<file path="config.mk">
export PLATFORM = sky130hd
export DESIGN_NAME = mem_access_unit_flat
export DESIGN_NICKNAME = d
export VERILOG_FILES = /design/src/rtl/mem_access_unit_pkg.sv /design/src/rtl/mem_access_unit_if.sv /design/src/rtl/mem_access_unit_load_format.sv /design/src/rtl/mem_access_unit.sv /design/src/flat_wrapper.sv
export SDC_FILE = /design/constraint.sdc
export NUM_CORES = 1
export LEC_CHECK = 0
export ABC_CLOCK_PERIOD_IN_PS = 2200
export CORE_MARGIN = 2
export CORE_UTILIZATION = 38
export CTS_BUF_LIST = sky130_fd_sc_hd__clkbuf_16
export CTS_CLUSTER_DIAMETER = 80
export DETAILED_ROUTE_END_ITERATION = 10
export GPL_ROUTABILITY_DRIVEN = 0
export HOLD_SLACK_MARGIN = 0.08
export PLACE_DENSITY = 0.82
export SLEW_MARGIN = 15
export SYNTH_ARGS = -nofsm -noshare
export SYNTH_HDL_FRONTEND = slang
export SYNTH_SLANG_ARGS = --single-unit
</file>
<file path="constraint.sdc">
create_clock -name clk -period 2.2 [get_ports clk]
set_input_delay 0.22 -clock clk [delete_from_list [all_inputs] [get_ports clk]]
set_output_delay 0.22 -clock clk [all_outputs]
set_load 0.02 [all_outputs]
</file>
<file path="src/rtl/mem_access_unit_pkg.sv">
// Shared types and constants for the MEM-stage load/store unit.
package lsu_pkg;

  typedef enum logic [1:0] {
    S_IDLE,
    S_REQ,
    S_WAIT,
    S_DONE
  } lsu_state_t;

  localparam logic [2:0] F3_B  = 3'b000;
  localparam logic [2:0] F3_H  = 3'b001;
  localparam logic [2:0] F3_W  = 3'b010;
  localparam logic [2:0] F3_BU = 3'b100;
  localparam logic [2:0] F3_HU = 3'b101;

  localparam int WAIT_LIMIT_DEF = 255;

  // Words need a 4-byte aligned address, halfwords a 2-byte aligned one.
  function automatic logic is_misaligned(input logic [2:0] f3, input logic [1:0] a);
    case (f3)
      F3_W:        return a != 2'b00;
      F3_H, F3_HU: return a[0];
      default:     return 1'b0;
    endcase
  endfunction

endpackage

</file>
<file path="src/rtl/mem_access_unit_if.sv">
// Data bus with req/gnt/rvalid handshake; master is the LSU, slave the memory.
interface mem_access_unit_if;
  logic        dbus_req;
  logic        dbus_we;
  logic [31:0] dbus_addr;
  logic [31:0] dbus_wdata;
  logic [3:0]  dbus_be;
  logic        dbus_gnt;
  logic        dbus_rvalid;
  logic [31:0] dbus_rdata;

  modport master (
    output dbus_req, dbus_we, dbus_addr, dbus_wdata, dbus_be,
    input  dbus_gnt, dbus_rvalid, dbus_rdata
  );

  modport slave (
    input  dbus_req, dbus_we, dbus_addr, dbus_wdata, dbus_be,
    output dbus_gnt, dbus_rvalid, dbus_rdata
  );
endinterface

</file>
<file path="src/rtl/mem_access_unit_load_format.sv">
// Extracts the addressed byte/halfword from a read word and extends it.
module load_format
  import lsu_pkg::*;
(
  input  logic [31:0] word,
  input  logic [1:0]  offset,
  input  logic [2:0]  funct3,
  output logic [31:0] data
);

  logic [7:0]  byte_sel;
  logic [15:0] half_sel;

  // Lane select followed by sign or zero extension.
  always_comb begin
    byte_sel = word[{offset, 3'b000} +: 8];
    half_sel = offset[1] ? word[31:16] : word[15:0];
    case (funct3)
      F3_B:    data = {{24{byte_sel[7]}}, byte_sel};
      F3_BU:   data = {24'h000000, byte_sel};
      F3_H:    data = {{16{half_sel[15]}}, half_sel};
      F3_HU:   data = {16'h0000, half_sel};
      F3_W:    data = word;
      default: data = 32'h0000_0000;
    endcase
  end

endmodule

</file>
<file path="src/rtl/mem_access_unit.sv">
// MEM-stage load/store unit: one bus transaction per access, stalls the
// pipeline until the response, returns formatted load data in DONE.
//
//   state  | meaning
//   IDLE   | no access in flight; request issued combinationally on access
//   REQ    | request presented, waiting for dbus_gnt
//   WAIT   | granted, waiting for dbus_rvalid (read data or write ack)
//   DONE   | result valid for one cycle, stall released
module mem_access_unit
  import lsu_pkg::*;
#(
  parameter int WAIT_LIMIT = WAIT_LIMIT_DEF
) (
  input  logic              clk,
  input  logic              reset,
  input  logic              MemRead_M,
  input  logic              MemWrite_M,
  input  logic [2:0]        Funct3_M,
  input  logic [31:0]       MemAddr_M,
  input  logic [31:0]       MemWriteData_M,
  output logic [31:0]       MemReadData_M,
  output logic              stall_M,
  output logic              misalign_M,
  output logic              bus_err_M,
  mem_access_unit_if.master dbus
);

  localparam int CNT_W = ($clog2(WAIT_LIMIT + 1) > 8) ? $clog2(WAIT_LIMIT + 1) : 8;
  localparam logic [CNT_W-1:0] CNT_LAST = CNT_W'(WAIT_LIMIT - 1);

  lsu_state_t       state_q, state_d;
  logic [CNT_W-1:0] cnt_q;
  logic [2:0]       f3_q;
  logic [1:0]       off_q;
  logic             we_q;
  logic [31:0]      rdata_q;
  logic             err_q;
  logic [31:0]      fmt_data;

  logic mem_op, misaligned, access, timeout;
  logic req_raw, stall_raw, capture_rd, set_err;

  assign mem_op     = MemRead_M | MemWrite_M;
  assign misaligned = is_misaligned(Funct3_M, MemAddr_M[1:0]);
  assign access     = mem_op & ~misaligned;
  assign timeout    = (cnt_q == CNT_LAST);

  // State register.
  always_ff @(posedge clk or posedge reset) begin
    if (reset) state_q <= S_IDLE;
    else       state_q <= state_d;
  end

  // Next state and handshake outputs; rvalid beats a coincident timeout.
  always_comb begin
    state_d    = state_q;
    req_raw    = 1'b0;
    stall_raw  = 1'b0;
    capture_rd = 1'b0;
    set_err    = 1'b0;
    case (state_q)
      S_IDLE: begin
        req_raw   = access;
        stall_raw = access;
        if (access) state_d = dbus.dbus_gnt ? S_WAIT : S_REQ;
      end
      S_REQ: begin
        req_raw   = 1'b1;
        stall_raw = 1'b1;
        if (timeout) begin
          set_err = 1'b1;
          state_d = S_DONE;
        end else if (dbus.dbus_gnt) begin
          state_d = S_WAIT;
        end
      end
      S_WAIT: begin
        stall_raw = 1'b1;
        if (dbus.dbus_rvalid) begin
          capture_rd = 1'b1;
          state_d    = S_DONE;
        end else if (timeout) begin
          set_err = 1'b1;
          state_d = S_DONE;
        end
      end
      S_DONE:  state_d = S_IDLE;
      default: state_d = S_IDLE;
    endcase
  end

  // Request attributes, timeout counter and captured response.
  always_ff @(posedge clk or posedge reset) begin
    if (reset) begin
      cnt_q   <= '0;
      f3_q    <= 3'b000;
      off_q   <= 2'b00;
      we_q    <= 1'b0;
      rdata_q <= 32'h0000_0000;
      err_q   <= 1'b0;
    end else begin
      err_q <= set_err;
      if (state_q == S_REQ || state_q == S_WAIT) cnt_q <= cnt_q + CNT_W'(1);
      else                                       cnt_q <= '0;
      if (state_q == S_IDLE && access) begin
        f3_q  <= Funct3_M;
        off_q <= MemAddr_M[1:0];
        we_q  <= MemWrite_M;
      end
      if (capture_rd)   rdata_q <= dbus.dbus_rdata;
      else if (set_err) rdata_q <= 32'h0000_0000;
    end
  end

  // Store lane replication and byte enables; loads read the whole word.
  always_comb begin
    dbus.dbus_wdata = MemWriteData_M;
    dbus.dbus_be    = 4'b1111;
    if (MemWrite_M) begin
      case (Funct3_M[1:0])
        2'b00: begin
          dbus.dbus_wdata = {4{MemWriteData_M[7:0]}};
          dbus.dbus_be    = 4'b0001 << MemAddr_M[1:0];
        end
        2'b01: begin
          dbus.dbus_wdata = {2{MemWriteData_M[15:0]}};
          dbus.dbus_be    = 4'b0011 << MemAddr_M[1:0];
        end
        default: ;
      endcase
    end
  end

  load_format u_load_format (
    .word   (rdata_q),
    .offset (off_q),
    .funct3 (f3_q),
    .data   (fmt_data)
  );

  // Gating with reset drops the request and stall in the same cycle reset rises.
  assign dbus.dbus_req  = req_raw & ~reset;
  assign stall_M        = stall_raw & ~reset;
  assign dbus.dbus_we   = MemWrite_M;
  assign dbus.dbus_addr = {MemAddr_M[31:2], 2'b00};
  assign misalign_M     = (state_q == S_IDLE) & mem_op & misaligned;
  assign bus_err_M      = err_q & (state_q == S_DONE);
  assign MemReadData_M  = (state_q == S_DONE && !we_q) ? fmt_data : 32'h0000_0000;

endmodule

</file>
<file path="src/flat_wrapper.sv">
// flat-port wrapper written by rule: the top's interface ports become plain ports
module mem_access_unit_flat import lsu_pkg::*;
#(
  parameter int WAIT_LIMIT = WAIT_LIMIT_DEF
)
  (clk, reset, MemRead_M, MemWrite_M, Funct3_M, MemAddr_M, MemWriteData_M, MemReadData_M, stall_M, misalign_M, bus_err_M, dbus_dbus_req, dbus_dbus_we, dbus_dbus_addr, dbus_dbus_wdata, dbus_dbus_be, dbus_dbus_gnt, dbus_dbus_rvalid, dbus_dbus_rdata);
  mem_access_unit_if dbus_i ();
  input  logic clk;
  input  logic reset;
  input  logic MemRead_M;
  input  logic MemWrite_M;
  input  logic [2:0] Funct3_M;
  input  logic [31:0] MemAddr_M;
  input  logic [31:0] MemWriteData_M;
  output logic [31:0] MemReadData_M;
  output logic stall_M;
  output logic misalign_M;
  output logic bus_err_M;
  output wire logic [$bits(dbus_i.dbus_req)-1:0] dbus_dbus_req;
  output wire logic [$bits(dbus_i.dbus_we)-1:0] dbus_dbus_we;
  output wire logic [$bits(dbus_i.dbus_addr)-1:0] dbus_dbus_addr;
  output wire logic [$bits(dbus_i.dbus_wdata)-1:0] dbus_dbus_wdata;
  output wire logic [$bits(dbus_i.dbus_be)-1:0] dbus_dbus_be;
  input wire logic [$bits(dbus_i.dbus_gnt)-1:0] dbus_dbus_gnt;
  input wire logic [$bits(dbus_i.dbus_rvalid)-1:0] dbus_dbus_rvalid;
  input wire logic [$bits(dbus_i.dbus_rdata)-1:0] dbus_dbus_rdata;
  assign dbus_dbus_req = dbus_i.dbus_req;
  assign dbus_dbus_we = dbus_i.dbus_we;
  assign dbus_dbus_addr = dbus_i.dbus_addr;
  assign dbus_dbus_wdata = dbus_i.dbus_wdata;
  assign dbus_dbus_be = dbus_i.dbus_be;
  assign dbus_i.dbus_gnt = dbus_dbus_gnt;
  assign dbus_i.dbus_rvalid = dbus_dbus_rvalid;
  assign dbus_i.dbus_rdata = dbus_dbus_rdata;
  mem_access_unit #(.WAIT_LIMIT(WAIT_LIMIT)) u_core (.clk(clk), .reset(reset), .MemRead_M(MemRead_M), .MemWrite_M(MemWrite_M), .Funct3_M(Funct3_M), .MemAddr_M(MemAddr_M), .MemWriteData_M(MemWriteData_M), .MemReadData_M(MemReadData_M), .stall_M(stall_M), .misalign_M(misalign_M), .bus_err_M(bus_err_M), .dbus(dbus_i));
endmodule
</file>
==> results.yml <==
timing:
  rsz0062_at_grt: "true"
  setup_violations: 0
  slew_headroom_pct: 64.5
  fin_crit_ps: 2200
  fin_crit_sh_pct: 99.9
  max_freq_mhz: 455
  clock_skew_ps: 5.79
  holdWs_ps: 282
  hold_viol_final: 0
  worstMarginPinSlew_ps: 529
  finalMaxSlewViolations: 0
pwr:
  p_sw_share_pct: 40.5
  clkPwrFrac_pct: 13.9
  internal_power_w: 0.00323
  pwr-share-comb_pct: 55.3
  p_per_area_nw_per_um2: 1070
  p_seq_share_pct: 30.8
  p_sw_w: 0.00220
  leakage_nw: 2.39
  vdd_drop_max_v: 0.000417
finish:
  layout_commonest_cell: "clkdlybuf4s50_1"
  antennaDiodeCount: 0
  fillCellCount: 755
  area_delta_synth_final_pct: 47.2
  fin_cells: 625
  finalNetCount: 628
  multi_input_area_um2: 1820
  layout-drive-gt1-share_pct: 27.1
  final_cell_mix: "96 x clkdlybuf4s50_1, 52 x nand2_1, 47 x dfrtp_1"
  regArea_um2: 1230
worst_setup_path:
  worstPathArrival_ps: 1980
  endpoint_kind: "primary output"
  startpoint_type: "register"
  path_class: "reg -> out"
  required_ps: 1980
  worstPathMaxFanout: 5
floorplanning:
  ios: 210
  rows: 34
  die_w_um: 99.3
  start_util_pct: 39.4
  core_area_um2: 8760
  die_h_um: 99.3
  dieArea_um2: 9870
clock_tree:
  cts_buffers: 5
  htree_levels: 2
  cts_hold_buffers: 0
  tritoncts: "built"
  cts-root-buf: "clkbuf_16"
  path_clk_slew_ps: 70
  cts.path.max_buffers: 2
  clock_latency_ps: 290
  clock-sinks: 49
synthesis:
  ys_seq_area_share_pct: 35.5
  async_flop_share_pct: 100
  synth_cell_type_count: 46
  synthCells: 377
  yosysWarningCount: 0
  netlist_area_um2: 3450
  yosysTopAreaCellShare_pct: 35.5
  synth-edff-count: 0
  ys_ff_latch: 49
  synthFlopType: "dfrtp_1"
  synth_area_per_cell_um2: 9.16
  synth_area_leaders: "dfrtp_1 35%, buf_4 9.1%, a22o_1 8.1%, mux2_2 7.5%, nand2_1 5.8%"
  yosys.area.top_type: "dfrtp_1"
route:
  drt-wirelength-per-cell_um: 17.9
  vias: 3439
  dr.pass1.iters: 5
  drt-initial-drc-count: 331
  final_antenna_net_count: 0
  drc_errors: 0
  drt-vias-per-instance: 5.50
  drt-total-wl_um: 11200
global_route:
  grt_pass1_wl_um: 17200
  grt_overflow_total: 0
  grt_pass1_vias: 3504
  track_usage_pct: 21.6
  antenna_found_initial: 0
  grt_max_degree: 33
worst_hold_path:
  hold_class: "in -> async"
place:
  dp.cells: 610
  hpwl_um: 8610
  io_buffer_count: 147
job:
  cap_violations: 0
outcome:
  status: "finished clean"
==> cell families after synthesis <==
| group | Yosys count | synth area share [%] |
|---|---|---|
| AO/OA/AOI/OAI | 102 | 22.1 |
| XOR/XNOR | 4 | 1.01 |
| adder cells (fa/ha/maj) | 7 | 2.54 |
| buffers and inverters | 70 | 13.3 |
| flip-flops | 49 | 35.5 |
| multiplexers | 34 | 11.0 |
| other | 1 | 0.109 |
| AND/OR/NAND/NOR | 110 | 14.4 |
==> metrics by stage <==
step / area, um2 / total power (W) / TNS, ps / setup WS, ps / utilization (%)
after CTS: 5070 / 0.00528 / 0 / 1.18 / 57.9
after global routing: 5080 / 0.00573 / -54.1 / -19.4 / 58.0
final: 5080 / 0.00543 / 0 / 1.14 / 58.0
after global placement: 4960 / 0.00432 / -1860 / -240 / 56.6
after floorplan: 3460 / 0.00347 / 0 / 187 / -
after detailed placement: 4960 / 0.00443 / -3140 / -266 / 56.6
==> area by class of cell <==
type                    count  area share [%]
inverters                   6           0.443
clock buffers               5            2.46
flip-flops and latches     49            24.2
multi-input cells         259            35.8
repair buffers            195            34.2
well taps                 108            2.66
clock inverters             3           0.345
==> registers in the layout, indices dropped and copies added (netlist names) <==
register	count
u_core.off_q	2
u_core.cnt_q	8
u_core.state_q	2
u_core.f3_q	3
u_core.err_q	1
u_core.we_q	1
u_core.rdata_q	32
==> metal layers <==
metal	global-route usage, %	share of wire (%)	up-vias
met4	6.64	2.5	0
met2	39.2	51	193
met3	6.04	8.8	26
li1	-	-	1580
met5	0	0	-
met1	24.7	38	1640
==> power groups by stage <==
stage                     sequential (W)  clock, W  combinational (W)
after floorplan                  0.00153         0            0.00194
after global placement           0.00163         0            0.00269
after detailed placement         0.00165         0            0.00278
after CTS                        0.00164  0.000760            0.00288
after global routing             0.00171  0.000789            0.00322
final                            0.00167  0.000757            0.00300
==> cell usage after synthesis (2+ instances only) <==
library cell / count
clkbuf_1: 16
buf_4: 42
dfrtp_1: 49
nand2b_1: 2
a22oi_1: 8
inv_1: 5
a222oi_1: 8
o21ai_0: 17
nand4_1: 2
or3_1: 2
buf_6: 3
nand2_1: 53
nor3_1: 3
ha_1: 7
nor2_1: 26
a21oi_1: 19
and2_1: 5
a21o_1: 2
mux2_2: 23
a21oi_2: 10
nand3_1: 4
or2_1: 2
nor2b_1: 3
xor2_1: 3
a31oi_1: 2
mux2i_1: 10
a22o_1: 32
==> worst paths after layout <==
path                       slack (ps)               from  depth (start not counted)                  to
min                               280              reset                          2   u_core.state_q[1]
max reg2reg                       300  u_core.state_q[1]                          7   u_core.rdata_q[6]
min in group clk                  440      MemAddr_M[27]                          0  dbus_dbus_addr[27]
max                                 1     u_core.f3_q[1]                          6    MemReadData_M[5]
min reg2reg                       480    u_core.cnt_q[0]                          1     u_core.cnt_q[0]
max in group asynchronous        1300              reset                          3      u_core.f3_q[0]
==> critical path: stages, from the launching register on <==
cell	delay, ps
dfrtp_2	440
nor3b_4	170
buf_4	160
a21o_4	210
a222oi_1	360
nor2_1	80
clkdlybuf4s15_2	260
==> what timing repair did <==
action / CTS / global route
cloned: 1 / 0
resized for setup: 117 / 42
setup buffers: 2 / 4
pin swaps: 4 / 7
endpoints found under the setup margin: 53 / 30
hold endpoints to repair: 0 / 0
(Power assumes the default switching activity.)
